[config.mk]
export PLATFORM = sky130hd
export DESIGN_NAME = cfu_cmd_fifo
export DESIGN_NICKNAME = d
export VERILOG_FILES = /design/src/rtl/cfu_pkg.sv /design/src/rtl/cfu_cmd_fifo_mem.sv /design/src/rtl/cfu_cmd_fifo.sv
export SDC_FILE = /design/constraint.sdc
export NUM_CORES = 1
export LEC_CHECK = 0
export BUFFER_PORTS_ARGS = -buffer_cell sky130_fd_sc_hd__buf_4
export CORE_MARGIN = 2
export CORE_UTILIZATION = 31
export CTS_BUF_LIST = sky130_fd_sc_hd__clkbuf_4 sky130_fd_sc_hd__clkbuf_8 sky130_fd_sc_hd__clkbuf_16
export DETAILED_ROUTE_END_ITERATION = 8
export GPL_TIMING_DRIVEN = 0
export PLACE_DENSITY = 0.51
export SLEW_MARGIN = 20
export SYNTH_ARGS = -nofsm -noshare
export SYNTH_HDL_FRONTEND = slang
export SYNTH_SLANG_ARGS = --single-unit
[constraint.sdc]
create_clock -name clk -period 3 [get_ports clk]
set_input_delay 0.3 -clock clk [delete_from_list [all_inputs] [get_ports clk]]
set_output_delay 0.3 -clock clk [all_outputs]
set_load 0.05 [all_outputs]
[src/rtl/cfu_pkg.sv]
// Shared types for the Cfu command path: field widths and the packed command payload.
package cfu_pkg;

    localparam int unsigned FUNC_ID_W = 10;
    localparam int unsigned DATA_W    = 32;
    localparam int unsigned CMD_W     = FUNC_ID_W + 2 * DATA_W;

    typedef struct packed {
        logic [FUNC_ID_W-1:0] function_id;
        logic [DATA_W-1:0]    inputs_0;
        logic [DATA_W-1:0]    inputs_1;
    } cfu_cmd_t;

endpackage

[src/rtl/cfu_cmd_fifo_mem.sv]
// Command storage for cfu_cmd_fifo: DEPTH x cfu_cmd_t registers,
// one synchronous write port and one asynchronous read port, no reset.
module cfu_cmd_fifo_mem
    import cfu_pkg::*;
#(
    parameter int unsigned DEPTH = 4,
    parameter int unsigned AW    = $clog2(DEPTH)
) (
    input  logic           clk,
    input  logic           we,
    input  logic [AW-1:0]  waddr,
    input  cfu_cmd_t       wdata,
    input  logic [AW-1:0]  raddr,
    output cfu_cmd_t       rdata
);

    cfu_cmd_t mem_q [DEPTH];

    always_ff @(posedge clk) begin
        if (we) begin
            mem_q[waddr] <= wdata;
        end
    end

    assign rdata = mem_q[raddr];

endmodule

[src/rtl/cfu_cmd_fifo.sv]
// Command queue in front of the Cfu: decouples CPU issue from Cfu back-pressure.
// Define CFU_CMD_FIFO_BYPASS_EN for zero-latency pass-through when the queue is empty.
module cfu_cmd_fifo
    import cfu_pkg::*;
#(
    parameter int unsigned DEPTH = 4,
    localparam int unsigned AW   = $clog2(DEPTH)
) (
    input  logic                 clk,
    input  logic                 reset,
    input  logic                 flush,
    input  logic                 in_cmd_valid,
    output logic                 in_cmd_ready,
    input  logic [FUNC_ID_W-1:0] in_cmd_payload_function_id,
    input  logic [DATA_W-1:0]    in_cmd_payload_inputs_0,
    input  logic [DATA_W-1:0]    in_cmd_payload_inputs_1,
    output logic                 out_cmd_valid,
    input  logic                 out_cmd_ready,
    output logic [FUNC_ID_W-1:0] out_cmd_payload_function_id,
    output logic [DATA_W-1:0]    out_cmd_payload_inputs_0,
    output logic [DATA_W-1:0]    out_cmd_payload_inputs_1,
    output logic [AW:0]          level,
    output logic [AW:0]          high_water
);

    logic [AW:0] wr_ptr_q, wr_ptr_d;
    logic [AW:0] rd_ptr_q, rd_ptr_d;
    logic [AW:0] level_q, level_d;
    logic [AW:0] high_water_q, high_water_d;

    logic     empty, full;
    logic     push, pop;
    logic     wr_en, rd_en;
    logic     pass;
    cfu_cmd_t in_cmd, head_cmd, out_cmd;

    assign empty = (wr_ptr_q == rd_ptr_q);
    assign full  = (wr_ptr_q[AW-1:0] == rd_ptr_q[AW-1:0]) && (wr_ptr_q[AW] != rd_ptr_q[AW]);

    assign in_cmd = {in_cmd_payload_function_id, in_cmd_payload_inputs_0, in_cmd_payload_inputs_1};

    // Ready depends only on registered state, so a pop cannot free a slot in the same cycle.
    assign in_cmd_ready = reset && !full;
    assign push         = in_cmd_valid && in_cmd_ready;
    assign pop          = out_cmd_valid && out_cmd_ready;

`ifdef CFU_CMD_FIFO_BYPASS_EN
    assign out_cmd_valid = !empty || (in_cmd_valid && in_cmd_ready);
    assign out_cmd       = empty ? in_cmd : head_cmd;
    assign pass          = empty && push && out_cmd_ready;
`else
    assign out_cmd_valid = !empty;
    assign out_cmd       = head_cmd;
    assign pass          = 1'b0;
`endif

    // A passed-through command is neither stored nor counted.
    assign wr_en = push && !pass && !flush;
    assign rd_en = pop && !empty && !flush;

    assign out_cmd_payload_function_id = out_cmd.function_id;
    assign out_cmd_payload_inputs_0    = out_cmd.inputs_0;
    assign out_cmd_payload_inputs_1    = out_cmd.inputs_1;

    always_comb begin
        wr_ptr_d     = wr_ptr_q;
        rd_ptr_d     = rd_ptr_q;
        level_d      = level_q;
        high_water_d = high_water_q;
        if (flush) begin
            wr_ptr_d     = '0;
            rd_ptr_d     = '0;
            level_d      = '0;
            high_water_d = '0;
        end else begin
            if (wr_en) begin
                wr_ptr_d = wr_ptr_q + (AW+1)'(1);
            end
            if (rd_en) begin
                rd_ptr_d = rd_ptr_q + (AW+1)'(1);
            end
            if (wr_en && !rd_en) begin
                level_d = level_q + (AW+1)'(1);
            end else if (rd_en && !wr_en) begin
                level_d = level_q - (AW+1)'(1);
            end
            if (level_d > high_water_q) begin
                high_water_d = level_d;
            end
        end
    end

    always_ff @(posedge clk or negedge reset) begin
        if (!reset) begin
            wr_ptr_q     <= '0;
            rd_ptr_q     <= '0;
            level_q      <= '0;
            high_water_q <= '0;
        end else begin
            wr_ptr_q     <= wr_ptr_d;
            rd_ptr_q     <= rd_ptr_d;
            level_q      <= level_d;
            high_water_q <= high_water_d;
        end
    end

    assign level      = level_q;
    assign high_water = high_water_q;

    cfu_cmd_fifo_mem #(
        .DEPTH (DEPTH),
        .AW    (AW)
    ) u_mem (
        .clk   (clk),
        .we    (wr_en),
        .waddr (wr_ptr_q[AW-1:0]),
        .wdata (in_cmd),
        .raddr (rd_ptr_q[AW-1:0]),
        .rdata (head_cmd)
    );

endmodule

==> flow_metrics.tcl, run 1 <==
set metrics [dict create \
    wirelength_mm 24.99 \
    end_kind "register" \
    status "finished, final reports clean" \
    tritoncts "done" \
    postCtsSetupRepairBufs 0 \
    yosysTopAreaCell "edfxtp_1" \
    rrSetupSlack_ns 0.1 \
    final.period_utilization_pct 96.77 \
    maxSlewViolCount 0 \
    required_ns 3.45 \
    synth_edf_count 296 \
    worstPathArrival_ns 3.35 \
    grtUsageTotal_pct 13.00 \
    fmax_ghz 0.3445 \
    htreeDepth 2 \
    rows 71 \
    core_um2 37400 \
    final_core_util_pct 42.18 \
    drcViolationCount 0 \
    ys_seq_elements 308 \
    die_h_um 198.3 \
    slowest_stage "dfrtp_2" \
    ant_nets 0 \
    syn-num-nets 602 \
    fin_skew_ns 0.01217 \
    insertion_delay_ns 0.55 \
    critPathMaxStageDelay_ns 0.43 \
    clock_path_buffers 3 \
    dp_cells 1187 \
    via_per_inst 4.503 \
    vias 5971 \
    syn_to_final_growth_pct 34.76 \
    leakage_nw 5.365 \
    path_buf_inv 1 \
    crit_type "register to register" \
    synth_most_common_cell "edfxtp_1" \
    layout.nets 876 \
    grt_overflow 0 \
    critical-path-top-delay-family "compound AO/OA/AOI/OAI gates" \
    initial_utilization_pct 31.30 \
    cp_cell_sequence "inv_1 > ha_4 > nand3_1 > nor2_1 > a311oi_2 > a211oi_2 > o21bai_1 > ha_1 > nor2b_1 > o21a_1 > o21a_1 > and3_1 > a211oi_2" \
    yosysSeqAreaShare_pct 78.50 \
    clk_pin_slew_worst_paths_ns 0.06 \
    dpl.hpwl_mm 15.15 \
    synth_area_um2 11700 \
    cts_num_sinks 308 \
    ioPinCount 161 \
    stdcell_count 1326 \
    path_max_fanout 9 \
    cts_root_buffer "clkbuf_16" \
    relSlewSlack_pct 48.80 \
    dr.pass1.iters 4 \
    ys_types 43 \
    die_x_um 198.3 \
    hold_path.class "input pin to asynchronous set/reset pin" \
    min_period_ns 2.903 \
    worst_pin_slew_ns 0.7681 \
    cp-start-kind "register" \
    syn_area_per_cell_um2 22.82 \
    wire_per_inst_um 18.85 \
    finalHoldViolations 0 \
    synth_common_cells "296 x edfxtp_1, 74 x mux4_2, 15 x nor2_1" \
    synth_async_sr_flop_share_pct 3.896 \
    synthesis.instances 513 \
    p_per_area_nw_per_um2 734.3 \
    dieArea_um2 39330 \
    synth-warning-count 0 \
    place_congestion 0.8035 \
    grt_pass1_vias 6553 \
    synth_area_leaders "edfxtp_1 76%, mux4_2 14%, dfrtp_1 2.6%, ha_1 1.1%, nor2_1 0.48%" \
    vdd_drop_max_v 0.0005820 \
    antenna_found_initial 1 \
    finalSetupViolCount 0 \
    finalSetupTns_ns 0 \
    grt_pass1_wl_mm 37.80 \
    grt_max_degree 40 \
    yosys.area.top_type_share_pct 75.94 \
    cap_violations 0 \
    drive_above_1_share_pct 41.15 \
    drtIter0Drc 234 \
    io_buffers 159 \
    yosys_most_used_dff "edfxtp_1" \
    cts_buffers 36 \
]
-- cell type report --
| cell class | instances | area (um^2) |
|---|---|---|
| Antenna cell | 1 | 2.502 |
| Tap cell | 511 | 639.4 |
| Fill cell | 3330 | 21630 |
| Multi-Input combinational cell | 172 | 2485 |
| Inverter | 10 | 37.54 |
| Clock inverter | 26 | 326.6 |
| Buffer | 21 | 113.9 |
| Timing Repair Buffer | 238 | 2054 |
| Sequential cell | 308 | 9191 |
| Clock buffer | 39 | 923.4 |
-- cells by family (layout without fill, tap and decap cells) --
family / Yosys count / after routing / synth area share (%)
adders and majority gates: 10 / 10 / 1.069
buffers and inverters: 33 / 334 / 1.154
and+or+nand+nor: 45 / 45 / 1.903
DFF: 308 / 308 / 78.50
AOI/OAI and AO/OA: 31 / 31 / 2.085
other: 0 / 1 / 0
xor gates and xnor gates: 10 / 10 / 0.8766
muxes: 76 / 76 / 14.41
-- timing repair --
action / in CTS / in global routing
endpoints found under the setup margin: 62 / 60
gates resized for setup: 15 / 12
hold buffers: 75 / 0
endpoints found under the hold margin: 308 / 0
pin swaps: 0 / 1
-- flip-flops by register name (all words and copies together), names as in the netlist --
register and count:
rd_ptr_q 3, level 3, u_mem.mem_q 296, high_water 3, wr_ptr_q 3
-- path summary, 6_finish.rpt --
path,start,to,cells after the start
setup / recovery,level[0],high_water[1],13
hold / removal,reset,wr_ptr_q[1],2
setup reg to reg,level[0],high_water[1],13
hold reg to reg,level[1],level[1],1
max in group asynchronous,reset,level[1],2
min in group clk,out_cmd_ready,rd_ptr_q[1],4
-- per-stage QoR --
step                      instance area, um^2  worst slack, ns  total power [mW]  hold slack [ns]
after detailed placement                13670          -0.1711             7.028           0.1765
after global placement                  13550          -0.3180             6.986           0.1699
after floorplan                         11710          0.02400             6.386         0.004409
after global routing                    15770         -0.02822             12.05           0.1495
final                                   15770          0.09688             11.58           0.1734
after CTS                               15710        -0.008876             11.75           0.1248
-- layer usage --
layer  track usage, %  vias to the layer above  share of wire [%]
li1                 -                     2704                  -
met1            15.55                     3060                 42
met2            22.05                      162                 50
met3            3.407                       45                5.7
met4            5.820                        0                2.8
met5                0                        -                  0
-- cells in the final DEF (no fill, tap or decap), types with 3 or more instances in the layout --
| cell | instances |
|---|---|
| a211oi_2 | 4 |
| a21oi_1 | 8 |
| and3_4 | 4 |
| buf_16 | 4 |
| buf_2 | 3 |
| buf_4 | 164 |
| bufinv_16 | 6 |
| clkbuf_1 | 5 |
| clkbuf_16 | 36 |
| clkbuf_2 | 7 |
| clkbuf_4 | 4 |
| clkinv_1 | 3 |
| clkinv_2 | 8 |
| clkinv_8 | 3 |
| clkinvlp_4 | 5 |
| dfrtp_1 | 10 |
| dlygate4sd3_1 | 75 |
| edfxtp_1 | 296 |
| ha_1 | 9 |
| inv_1 | 10 |
| mux4_2 | 74 |
| nand2_1 | 7 |
| nand3_1 | 5 |
| nor2_1 | 15 |
| o21ai_0 | 5 |
| xnor2_1 | 3 |
| xor2_1 | 4 |
-- power breakdown --
part	leakage [nW]	total (mW)	internal (mW)	switching (mW)
registers	2.83	4.85	4.80	0.0452
logic	1.93	2.22	0.864	1.36
clock network	0.604	4.51	2.77	1.74
Power figures use the tool's default switching activity.
==> run 2, diff against run 1 <==
--- a/config.mk
+++ b/config.mk
@@ -5,13 +5,13 @@
 export SDC_FILE = /design/constraint.sdc
 export NUM_CORES = 1
 export LEC_CHECK = 0
-export BUFFER_PORTS_ARGS = -buffer_cell sky130_fd_sc_hd__buf_4
 export CORE_MARGIN = 2
-export CORE_UTILIZATION = 31
+export CORE_UTILIZATION = 45
 export CTS_BUF_LIST = sky130_fd_sc_hd__clkbuf_4 sky130_fd_sc_hd__clkbuf_8 sky130_fd_sc_hd__clkbuf_16
 export DETAILED_ROUTE_END_ITERATION = 8
+export DONT_BUFFER_PORTS = 1
 export GPL_TIMING_DRIVEN = 0
-export PLACE_DENSITY = 0.51
+export PLACE_DENSITY = 0.63
 export SLEW_MARGIN = 20
 export SYNTH_ARGS = -nofsm -noshare
 export SYNTH_HDL_FRONTEND = slang
==> run 2 against run 1 <==
Net effect: global-route usage grew 2.3 points; sequential share of layout area is 6.8 points higher; setup slack gained 0.0065 ns; sequential cell count unchanged; total power down 10%; critical endpoint unchanged; largest cell class unchanged; highest routed layer unchanged.
==> flow_metrics.tcl, run 2 (synthesized netlist as in run 1, its figures left out) <==
set metrics [dict create \
    status "finished, final reports clean" \
    drcViolationCount 0 \
    dieArea_um2 27320 \
    htreeDepth 1 \
    core_um2 25760 \
    final.period_utilization_pct 96.56 \
    dr.pass1.iters 4 \
    path_max_fanout 7 \
    largest-register "u_mem.mem_q" \
    relSlewSlack_pct 30.66 \
    grtUsageTotal_pct 15.28 \
    layout.nets 716 \
    cts_num_sinks 308 \
    wirelength_mm 21.11 \
    drive_above_1_share_pct 26.62 \
    worstPathArrival_ns 3.35 \
    finalSetupTns_ns 0 \
    fmax_ghz 0.3452 \
    finalHoldViolations 0 \
    regToRegEndpoint "high_water[1]" \
    finalPower_mw 10.42 \
    cp_cell_sequence "inv_2 > ha_4 > nand3_1 > nor2_2 > a311oi_2 > a211oi_2 > o21bai_2 > ha_1 > nor2b_1 > o21a_1 > o21a_2 > and3_1 > a211oi_2" \
    required_ns 3.45 \
    r2r-start "level[0]" \
    clk_pin_slew_worst_paths_ns 0.06 \
    grt_max_degree 39 \
    leakage_nw 4.500 \
    syn_to_final_growth_pct 20.63 \
    path_buf_inv 1 \
    critical-path-top-delay-family "compound AO/OA/AOI/OAI gates" \
    cap_violations 0 \
    crit_type "register to register" \
    worst_pin_slew_ns 1.038 \
    r2r_cells 13 \
    finalSetupViolCount 0 \
    antenna_found_initial 0 \
    mostFrequentLayoutCell "edfxtp_1" \
    slowest_stage "dfrtp_2" \
    ioPinCount 161 \
    wire_per_inst_um 21.43 \
    die_h_um 165.3 \
    ant_nets 0 \
    maxSlewViolCount 0 \
    hold_path.class "input pin to register" \
    vias 5350 \
    p_per_area_nw_per_um2 738.0 \
    cp-start-kind "register" \
    largest_reg_flops 296 \
    min_to "rd_ptr_q[1]" \
    antenna_cells 0 \
    cts_root_buffer "clkbuf_16" \
    place_congestion 0.8686 \
    tritoncts "done" \
    min_from "out_cmd_ready" \
    final_cell_mix "296 x edfxtp_1, 75 x dlygate4sd3_1, 74 x mux4_2" \
    grt_pass1_wl_mm 31.39 \
    crit_top_cell "a211oi_2" \
    clock_path_buffers 3 \
    rrSetupSlack_ns 0.10 \
    rows 59 \
    drtIter0Drc 419 \
    critPathMaxStageDelay_ns 0.57 \
    min_period_ns 2.897 \
    dpl.hpwl_mm 12.87 \
    io_buffers 0 \
    initial_utilization_pct 45.43 \
    fin_skew_ns 0.01914 \
    cts_buffers 31 \
    hold-path-cell-count 3 \
    grt_setup_unrepaired "yes" \
    insertion_delay_ns 0.55 \
    via_per_inst 5.431 \
    grt_overflow 0 \
    die_x_um 165.3 \
    end_kind "register" \
    fillers 1897 \
    vdd_drop_max_v 0.0006880 \
    grt_pass1_vias 5506 \
]
run 2: cell types whose count changed in the layout (fill, tap and decap cells not counted), moves of 4 or more:
cell and change:
clkbuf_16 -5, clkbuf_4 +9, buf_4 -161, clkinv_1 +4
run 2: per-stage QoR:
step | worst slack (ns) | hold slack, ns | cells | cell area (um^2) | util, %
after CTS | -0.08695 | 0.05902 | 982 | 14030 | 54.45
final | 0.1033 | 0.1016 | 985 | 14120 | 54.81
after global placement | -0.2346 | 0.004818 | 848 | 12130 | 47.09
after global routing | -0.06687 | 0.09361 | 985 | 14120 | 54.81
after floorplan | 0.02400 | 0.004409 | 513 | 11710 | -
after detailed placement | -0.3607 | 0.004818 | 852 | 12260 | 47.57
run 2: where the power goes:
| part | switching (mW) | internal [mW] |
|---|---|---|
| sequential | 0.129 | 4.80 |
| combinational | 1.19 | 0.611 |
| clock | 1.48 | 2.21 |
run 2: routing by layer:
| layer | GRT usage (%) | up-vias | part of all wire (%) |
|---|---|---|---|
| met3 | 4.545 | 34 | 7.8 |
| met4 | 4.111 | 0 | 2.1 |
| met2 | 25.57 | 176 | 51 |
| met1 | 19.60 | 2762 | 39 |
| met5 | 0 | - | 0 |
| li1 | - | 2378 | - |
run 2: area by class of cell:
cell class              instances  area, um^2  share of cell area, %
repair buffers                 82       883.3                  6.256
well taps                     335       419.2                  2.969
multi-input cells             172        2475                  17.53
clock inverters                18       165.2                  1.170
inverters                      10       37.54                 0.2658
flip-flops and latches        308        9194                  65.11
clock buffers                  38       828.3                  5.866
plain buffers                  22       117.6                 0.8330
run 2: how the worst max path moves through the flow:
stage	from	to	cells after the start
after floorplan	level[0]	high_water[1]	14
after global placement	level[0]	high_water[1]	14
after detailed placement	level[0]	high_water[1]	14
after CTS	rd_ptr_q[0]	high_water[1]	12
after global routing	rd_ptr_q[0]	high_water[1]	12
final	level[0]	high_water[1]	13
run 2: what timing repair did:
item                                    in CTS  in global routing
buffers inserted                             0                  3
resized for setup                            7                 31
hold buffers                                75                  0
hold endpoints to repair                   308                  0
pin swaps                                    1                  3
cloned                                       0                  0
endpoints found under the setup margin      52                 62
run 2: worst min-delay path, delay by kind of cell:
family	cells	cell delay [ns]
compound gates	2	0.18
simple gates	1	0.10
